--- src/rtl/shift_sequencer.sv ---
// Iterative barrel-shift sequencer for register-specified ARM shifts of operand 2.
// Moves up to 2^STEP_LOG2 bits per cycle and reports the ARM shifter carry-out.
module shift_sequencer #(
  parameter int STEP_LOG2 = 3
) (
  input  logic        clk,
  input  logic        rst_n,
  input  logic        req_valid,
  output logic        req_ready,
  input  logic [31:0] val_in,
  input  logic [1:0]  shift_type,
  input  logic [7:0]  shift_amt,
  input  logic        carry_in,
  input  logic        flush,
  output logic        res_valid,
  input  logic        res_ready,
  output logic [31:0] result,
  output logic        carry_out,
  output logic        busy
);

  localparam logic [1:0] S_IDLE  = 2'd0;
  localparam logic [1:0] S_SHIFT = 2'd1;
  localparam logic [1:0] S_DONE  = 2'd2;

  localparam logic [1:0] T_LSL = 2'b00;
  localparam logic [1:0] T_LSR = 2'b01;
  localparam logic [1:0] T_ASR = 2'b10;
  localparam logic [1:0] T_ROR = 2'b11;

  localparam logic [5:0] STEP = 6'(1 << STEP_LOG2);

  logic [1:0]  r_state;
  logic [1:0]  r_type;
  logic [31:0] r_acc;
  logic [4:0]  r_rem;
  logic        r_carry;

  logic [5:0]         w_step;
  logic [32:0]        w_lsl;
  logic [32:0]        w_lsr;
  logic signed [32:0] w_asr;
  logic [31:0]        w_ror;
  logic [31:0]        w_nxt_acc;
  logic               w_nxt_c;
  logic [4:0]         w_nxt_rem;

  logic        w_direct;
  logic [31:0] w_dres;
  logic        w_dc;

  // One extra bit on each side of acc catches the last bit shifted out.
  always_comb begin
    w_step    = ({1'b0, r_rem} > STEP) ? STEP : {1'b0, r_rem};
    w_lsl     = {1'b0, r_acc} << w_step;
    w_lsr     = {r_acc, 1'b0} >> w_step;
    w_asr     = $signed({r_acc, 1'b0}) >>> w_step;
    w_ror     = (r_acc >> w_step) | (r_acc << (6'd32 - w_step));
    w_nxt_rem = r_rem - w_step[4:0];
    w_nxt_acc = r_acc;
    w_nxt_c   = r_carry;
    case (r_type)
      T_LSL: begin w_nxt_acc = w_lsl[31:0]; w_nxt_c = w_lsl[32]; end
      T_LSR: begin w_nxt_acc = w_lsr[32:1]; w_nxt_c = w_lsr[0];  end
      T_ASR: begin w_nxt_acc = w_asr[32:1]; w_nxt_c = w_asr[0];  end
      default: begin w_nxt_acc = w_ror; w_nxt_c = w_ror[31]; end
    endcase
  end

  // Cases that need no iteration are resolved straight from the request.
  always_comb begin
    w_direct = 1'b1;
    w_dres   = val_in;
    w_dc     = carry_in;
    if (shift_amt != 8'd0) begin
      case (shift_type)
        T_LSL: begin
          if (shift_amt >= 8'd32) begin
            w_dres = '0;
            w_dc   = (shift_amt == 8'd32) ? val_in[0] : 1'b0;
          end else begin
            w_direct = 1'b0;
          end
        end
        T_LSR: begin
          if (shift_amt >= 8'd32) begin
            w_dres = '0;
            w_dc   = (shift_amt == 8'd32) ? val_in[31] : 1'b0;
          end else begin
            w_direct = 1'b0;
          end
        end
        T_ASR: begin
          if (shift_amt >= 8'd32) begin
            w_dres = {32{val_in[31]}};
            w_dc   = val_in[31];
          end else begin
            w_direct = 1'b0;
          end
        end
        default: begin
          if (shift_amt[4:0] == 5'd0) begin
            w_dres = val_in;
            w_dc   = val_in[31];
          end else begin
            w_direct = 1'b0;
          end
        end
      endcase
    end
  end

  always_ff @(posedge clk or negedge rst_n) begin
    if (!rst_n) begin
      r_state <= S_IDLE;
      r_type  <= T_LSL;
      r_acc   <= '0;
      r_rem   <= '0;
      r_carry <= 1'b0;
    end else if (flush) begin
      r_state <= S_IDLE;
    end else begin
      case (r_state)
        S_IDLE: begin
          if (req_valid) begin
            r_type <= shift_type;
            if (w_direct) begin
              r_acc   <= w_dres;
              r_carry <= w_dc;
              r_state <= S_DONE;
            end else begin
              r_acc   <= val_in;
              r_rem   <= shift_amt[4:0];
              r_state <= S_SHIFT;
            end
          end
        end
        S_SHIFT: begin
          r_acc   <= w_nxt_acc;
          r_carry <= w_nxt_c;
          r_rem   <= w_nxt_rem;
          if (w_nxt_rem == 5'd0) r_state <= S_DONE;
        end
        S_DONE: begin
          if (res_ready) r_state <= S_IDLE;
        end
        default: r_state <= S_IDLE;
      endcase
    end
  end

  assign req_ready = (r_state == S_IDLE);
  assign res_valid = (r_state == S_DONE);
  assign busy      = (r_state != S_IDLE);
  assign result    = r_acc;
  assign carry_out = r_carry;

endmodule

--- config.mk ---
export PLATFORM = sky130hd
export DESIGN_NAME = shift_sequencer
export DESIGN_NICKNAME = d
export VERILOG_FILES = /design/src/rtl/shift_sequencer.sv
export SDC_FILE = /design/constraint.sdc
export NUM_CORES = 1
export LEC_CHECK = 0
export ABC_AREA = 1
export BUFFER_PORTS_ARGS = -buffer_cell sky130_fd_sc_hd__buf_4
export CORE_MARGIN = 1.5
export CORE_UTILIZATION = 35
export DETAILED_ROUTE_END_ITERATION = 10
export PLACE_DENSITY_LB_ADDON = 0.25
export SLEW_MARGIN = 20
export SYNTH_ARGS = -nofsm -noshare
export SYNTH_HDL_FRONTEND = slang
export SYNTH_SLANG_ARGS = --single-unit
--- constraint.sdc ---
create_clock -name clk -period 2.7 [get_ports clk]
set_input_delay 0 -clock clk [delete_from_list [all_inputs] [get_ports clk]]
set_output_delay 0 -clock clk [all_outputs]
set_load 0.05 [all_outputs]
-- Word level (Yosys, flattened, before mapping)
Index checks and enable logic that the tools add are counted.
- register bits: 42
- latch bits: 0
- bits in writable memories: 0
- ROM bits: 0
- output and inout bits: 36
- word-level logic and storage cells: 78
- memories kept: 0
- add/subtract/negate cells: 2
- multipliers: 0
- div/mod/pow operators: 0
- $lt $le $gt $ge: 2
- eq/ne operators: 13
- shift operators: 5
- mux-type cells: 34
- bitwise logic cells: 2
- reductions and logical operators: 15
- operators with widths (cell ; count):
    2-to-1 mux 32 bit ; 4
    one-hot mux 32 bit (2 select lines) ; 2
    one-hot mux 32 bit (3 select lines) ; 1
    left shift 32 x 5 -> 33 bit ; 1
    >> shifter 33 x 5 -> 33 bit ; 1
    >>> shifter 33 x 5 -> 33 bit ; 1
    bitwise OR 32 bit ; 1
    left shift 32 x 6 -> 32 bit ; 1
    >> shifter 32 x 5 -> 32 bit ; 1
    2-to-1 mux 31 bit ; 1
    2-to-1 mux 5 bit ; 3
    2-to-1 mux 1 bit ; 13
    logical NOT 5 bit ; 2
    2-to-1 mux 2 bit ; 5
    one-hot mux 5 bit (2 select lines) ; 1
    AND reduction 3 bit ; 3
    equality test 8 x 6 -> 1 bit (second input constant) ; 1
    >= comparator 8 x 6 -> 1 bit (second input constant) ; 1
    AND reduction 4 bit ; 2
    nonzero test 8 bit ; 1
    equality test 2 x 1 -> 1 bit (second input constant) ; 3
    equality test 2 bit (second input constant) ; 3
    logical NOT 2 bit ; 3
    != test 3 x 2 -> 1 bit (second input constant) ; 2
    other kinds (13) ; 16

-- Logic depth before layout (Yosys ltp)
- depth in word-level cells: 8
- mapped depth: 18

-- Worst setup path before layout
No wires, ideal clock.
- kind: register -> register
- from: reg r_state[1]
- to: reg r_acc[30], in the netlist result[30]
- arrival: 2.755 ns
- required time: 2.579 ns
- slack: -0.177 ns
- cell stages (with the launch flop): 10
- buffers on the path: 2
- cell sequence: dfrtp_1 > nor2_1 > inv_1 > or2_2 > nand3_2 > inv_1 > buf_2 > clkbuf_1 > nor2_1 > a21oi_2
- cells in the longest elaborated chain, start to end: 3
- elaborated cells between the ends (all ways): 6
- RTL lines (item ; line ; source):
    start: declaration ; 33 ; logic [1:0] r_state;
    start signal: assignment ; 115 ; r_state <= S_IDLE;
    start signal: assignment ; 121 ; r_state <= S_IDLE;
    start signal: assignment ; 130 ; r_state <= S_DONE;
    logical NOT 2 bit (*) ; -- ;
    via req_ready ; 9 ; output logic req_ready,
    != test 2 bit (no line) or nonzero test 2 bit (tied branches) ; -- ;
    AND reduction 3 bit (no line) ; -- ;
    end signal: assignment ; 128 ; r_acc <= w_dres;
    end signal: assignment ; 132 ; r_acc <= val_in;
    end signal: assignment ; 139 ; r_acc <= w_nxt_acc;
    end: declaration ; 35 ; logic [31:0] r_acc;
The timed path passes the listed nets; every way through them passes the cells marked *.
A chain may end at the register's enable or synchronous reset.

-- Final worst setup path
- from: reg r_rem[3]
- to: reg r_state[1]
- cells in the longest elaborated chain, start to end: 6
- RTL lines (item ; line ; source):
    start: declaration ; 36 ; logic [4:0] r_rem;
    start signal: assignment ; 133 ; r_rem <= shift_amt[4:0];
    start signal: assignment ; 141 ; r_rem <= w_nxt_rem;
    greater-than comparator 5 x 4 -> 1 bit ; 54 ; w_step = ({1'b0, r_rem} > STEP) ? STEP : {1'b0, r_rem};
    2-to-1 mux 5 bit ; 54 ;
    subtractor 5 bit (*) ; 59 ; w_nxt_rem = r_rem - w_step[4:0];
    logical NOT 5 bit (*) ; 142 ; if (w_nxt_rem == 5'd0) r_state <= S_DONE;
    != test 3 bit (no line) (*) ; -- ;
    AND reduction 3 bit (no line) (*) ; -- ;
    end signal: assignment ; 142 ;
    end signal: assignment ; 145 ; if (res_ready) r_state <= S_IDLE;
    end signal: assignment ; 147 ; default: r_state <= S_IDLE;
Mark *: on every way between the ends. The rest lies on a longest branch, timed or not.

==> reports/metrics.yaml <==
final_layout:
  n_antenna_cell: 0
  area_growth_pct: 17.9
  final_nets: 1350
  drive_above_1_share_pct: 14.8
clock_tree:
  cts.sinks: 42
  cts_buffers: 5
  h-tree-depth: 2
  cts_tree: "built"
  clock_path_buffers: 2
  clock_latency_ns: 0.31
  root_buffer: "clkbuf_16"
  clkTransAtPathRegs_ns: 0.07
route:
  first_iter_violations: 925
  dr.pass1.iters: 6
  wl_per_cell_um: 19.8
  vias: 8900
  vias_per_cell: 5.80
  routed_wl_mm: 30.3
  postRouteAntennaNets: 0
  drc_errors: 0
sta:
  fin_crit_ns: 2.46
  worst_hold_slack_ns: -0.00668
  setup_slack_ns: 0.243
  finalSetupViolCount: 0
  rsz0062_at_grt: "no"
  slew_viol_final: 0
  slew_headroom_pct: 45.4
  finalCritPeriodShare_pct: 91.0
  final-hold-violation-count: 1
  tightest_slew_ns: 0.818
  fin_setup_tns_ns: 0
  clock_skew_ns: 0.00824
  fmax_mhz: 407
synth:
  synthesis.area_um2: 6620
  ys_warn_count: 0
  syn_nets: 1279
  synthArstFlopShare_pct: 100
  synthCells: 1229
  syn_avg_cell_area_um2: 5.38
  yosysTopAreaCellShare_pct: 23.0
  synth_cell_types: 43
  synthFlopType: "dfrtp_1"
  synth_edf_count: 0
  ys_top_cells_by_area: "nand2_1, nand3_1, dfrtp_1"
  synth-seq-cells: 42
  yosysTopAreaCell: "nand2_1"
  synth_seq_area_share_pct: 15.9
worst_setup_path:
  slowest_stage: "dlygate4sd3_1"
  critical_path_class: "flip-flop to flip-flop"
  cp_max_fo: 5
  worst_setup_path_end_kind: "flip-flop"
  critPathMaxStageDelay_ns: 0.55
  path_delay_family: "buffers and inverters"
  path_depth: 12
  crit_path_start_kind: "flip-flop"
  worstPathCellList: "inv_4 -> nand2_4 -> nand2_1 -> ha_1 -> inv_1 -> nand2_1 -> xor2_1 -> nand3b_1 -> a21oi_2 -> o211ai_1 -> a21oi_1 -> dlygate4sd3_1"
  path_buf_inv: 3
  worstPathRequired_ns: 2.95
  ff2ff_path_depth: 12
  cpMostUsedCell: "nand2_1"
  worstPathArrival_ns: 2.70
place:
  dp_worst_setup_slack_ns: 0.271
  place_congestion: 1.03
  portBuffers: 83
  hpwl_mm: 23.1
die:
  core.rowCount: 50
  io_pins: 84
  die_height_um: 140
  initial_utilization_pct: 35.5
  die_area_um2: 19700
  die_x_um: 140
  coreArea_um2: 18600
status:
  status: "complete, but fails checks"
  violations: "hold timing"
global_routing:
  grt_use_total_pct: 30.7
  grt_overflow: 0
  grt_pass1_vias: 8090
  grt_pass1_wl_mm: 46.8
  antenna_found_initial: 0
  grt_max_degree: 70
job:
  cap_viol_max_count: 0
hold_path:
  hold_depth: 3
  hp-class: "input port to flip-flop"
-- timing repair --
| action | in CTS | in global routing |
|---|---|---|
| setup buffers | 0 | 0 |
| resized for setup | 0 | 4 |
| hold buffers | 7 | 0 |
| setup endpoints to repair | 0 | 1 |
| endpoints found under the hold margin | 48 | 0 |
-- synthesized netlist by cell type (16+ instances only) --
| master | number |
|---|---|
| nor2_1 | 93 |
| a21oi_1 | 40 |
| o21ai_1 | 18 |
| dfrtp_1 | 42 |
| nand2_1 | 406 |
| nand2_2 | 18 |
| nand3_1 | 236 |
| o211ai_1 | 25 |
| o21a_1 | 16 |
| clkbuf_1 | 25 |
| buf_2 | 29 |
| nand4_1 | 27 |
| inv_1 | 100 |
| o21ai_0 | 72 |
-- worst register-to-register path: stages (launching register included) --
cell and delay (ns):
dfrtp_2 0.47, inv_4 0.08, nand2_4 0.12, nand2_1 0.10, ha_1 0.21, inv_1 0.06
nand2_1 0.06, xor2_1 0.16, nand3b_1 0.19, a21oi_2 0.19, o211ai_1 0.11, a21oi_1 0.12
dlygate4sd3_1 0.55
-- registers in the layout (all words and copies together) (netlist names) --
signal / flops
r_type: 2
result: 32
r_state: 2
r_rem: 5
carry_out: 1
-- logic make-up (layout without fill, tap and decap cells) --
| family | Yosys count | after routing | synth area share, % |
|---|---|---|---|
| AO/OA/AOI/OAI | 194 | 194 | 17.1 |
| XOR/XNOR | 1 | 1 | 0.132 |
| adder cells (fa/ha/maj) | 2 | 2 | 0.378 |
| buffers and inverters | 177 | 248 | 11.6 |
| flip-flops | 42 | 42 | 15.9 |
| multiplexers | 1 | 1 | 0.151 |
| other | 1 | 1 | 0.0567 |
| AND/OR/NAND/NOR | 811 | 811 | 54.7 |
-- cells in the final DEF (no fill, tap or decap), drive strengths merged --
cell type,synthesis,layout
inv,109,109
a21oi,44,44
nand3b,1,1
nand2,429,429
mux2i,1,1
o31ai,2,2
clkinvlp,0,1
nor3,8,8
dfrtp,42,42
nand3,241,241
a211oi,1,1
o22ai,5,5
nand4,27,27
dlygate4sd3,0,7
buf,43,125
or2,4,4
o21ai,95,95
conb,1,1
o211ai,25,25
o2111ai,1,1
o21a,17,17
nor2,101,101
xor2,1,1
clkbuf,25,6
ha,2,2
a31oi,4,4
-- through the flow --
stage / instance area (um2) / std cells / util (%) / hold WS, ns
floorplan: 6620 / 1229 / - / -0.296
global placement: 7590 / 1520 / 40.7 / 0.0528
detailed placement: 7590 / 1520 / 40.7 / 0.0629
CTS: 7800 / 1534 / 41.8 / 0.000209
global route: 7800 / 1534 / 41.9 / 0.00384
finish: 7800 / 1534 / 41.9 / -0.00668
-- per-layer routing --
layer | global-route usage (%) | up-vias | wire length [um]
met4 | 11.4 | 0 | 1080
met2 | 46.2 | 489 | 13200
met5 | 0 | - | 0
met3 | 5.57 | 80 | 2720
met1 | 43.5 | 4103 | 13300
li1 | - | 4228 | -
-- cell type report --
| class | instances | area, um2 |
|---|---|---|
| fillers | 2122 | 10800 |
| inverters | 109 | 414 |
| clock buffers | 6 | 129 |
| clock inverters | 1 | 7.51 |
| well taps | 234 | 293 |
| repair buffers | 132 | 1100 |
| multi-input cells | 1010 | 4810 |
| flip-flops and latches | 42 | 1050 |
-- path summary, 6_finish.rpt --
path                            slack [ns]          to          start
min in group asynchronous             0.25   result[5]          rst_n
max in group asynchronous             1.98    r_rem[4]          rst_n
worst max-delay path                  0.24  r_state[1]       r_rem[3]
worst min-delay path                -0.007   r_type[0]  shift_type[0]
worst max register to register        0.24  r_state[1]       r_rem[3]
worst min register to register        0.50   carry_out      carry_out
Power is left out: the tool's default activity adds up to more than one toggle a clock period on the data nets, which glitch-free logic cannot reach.
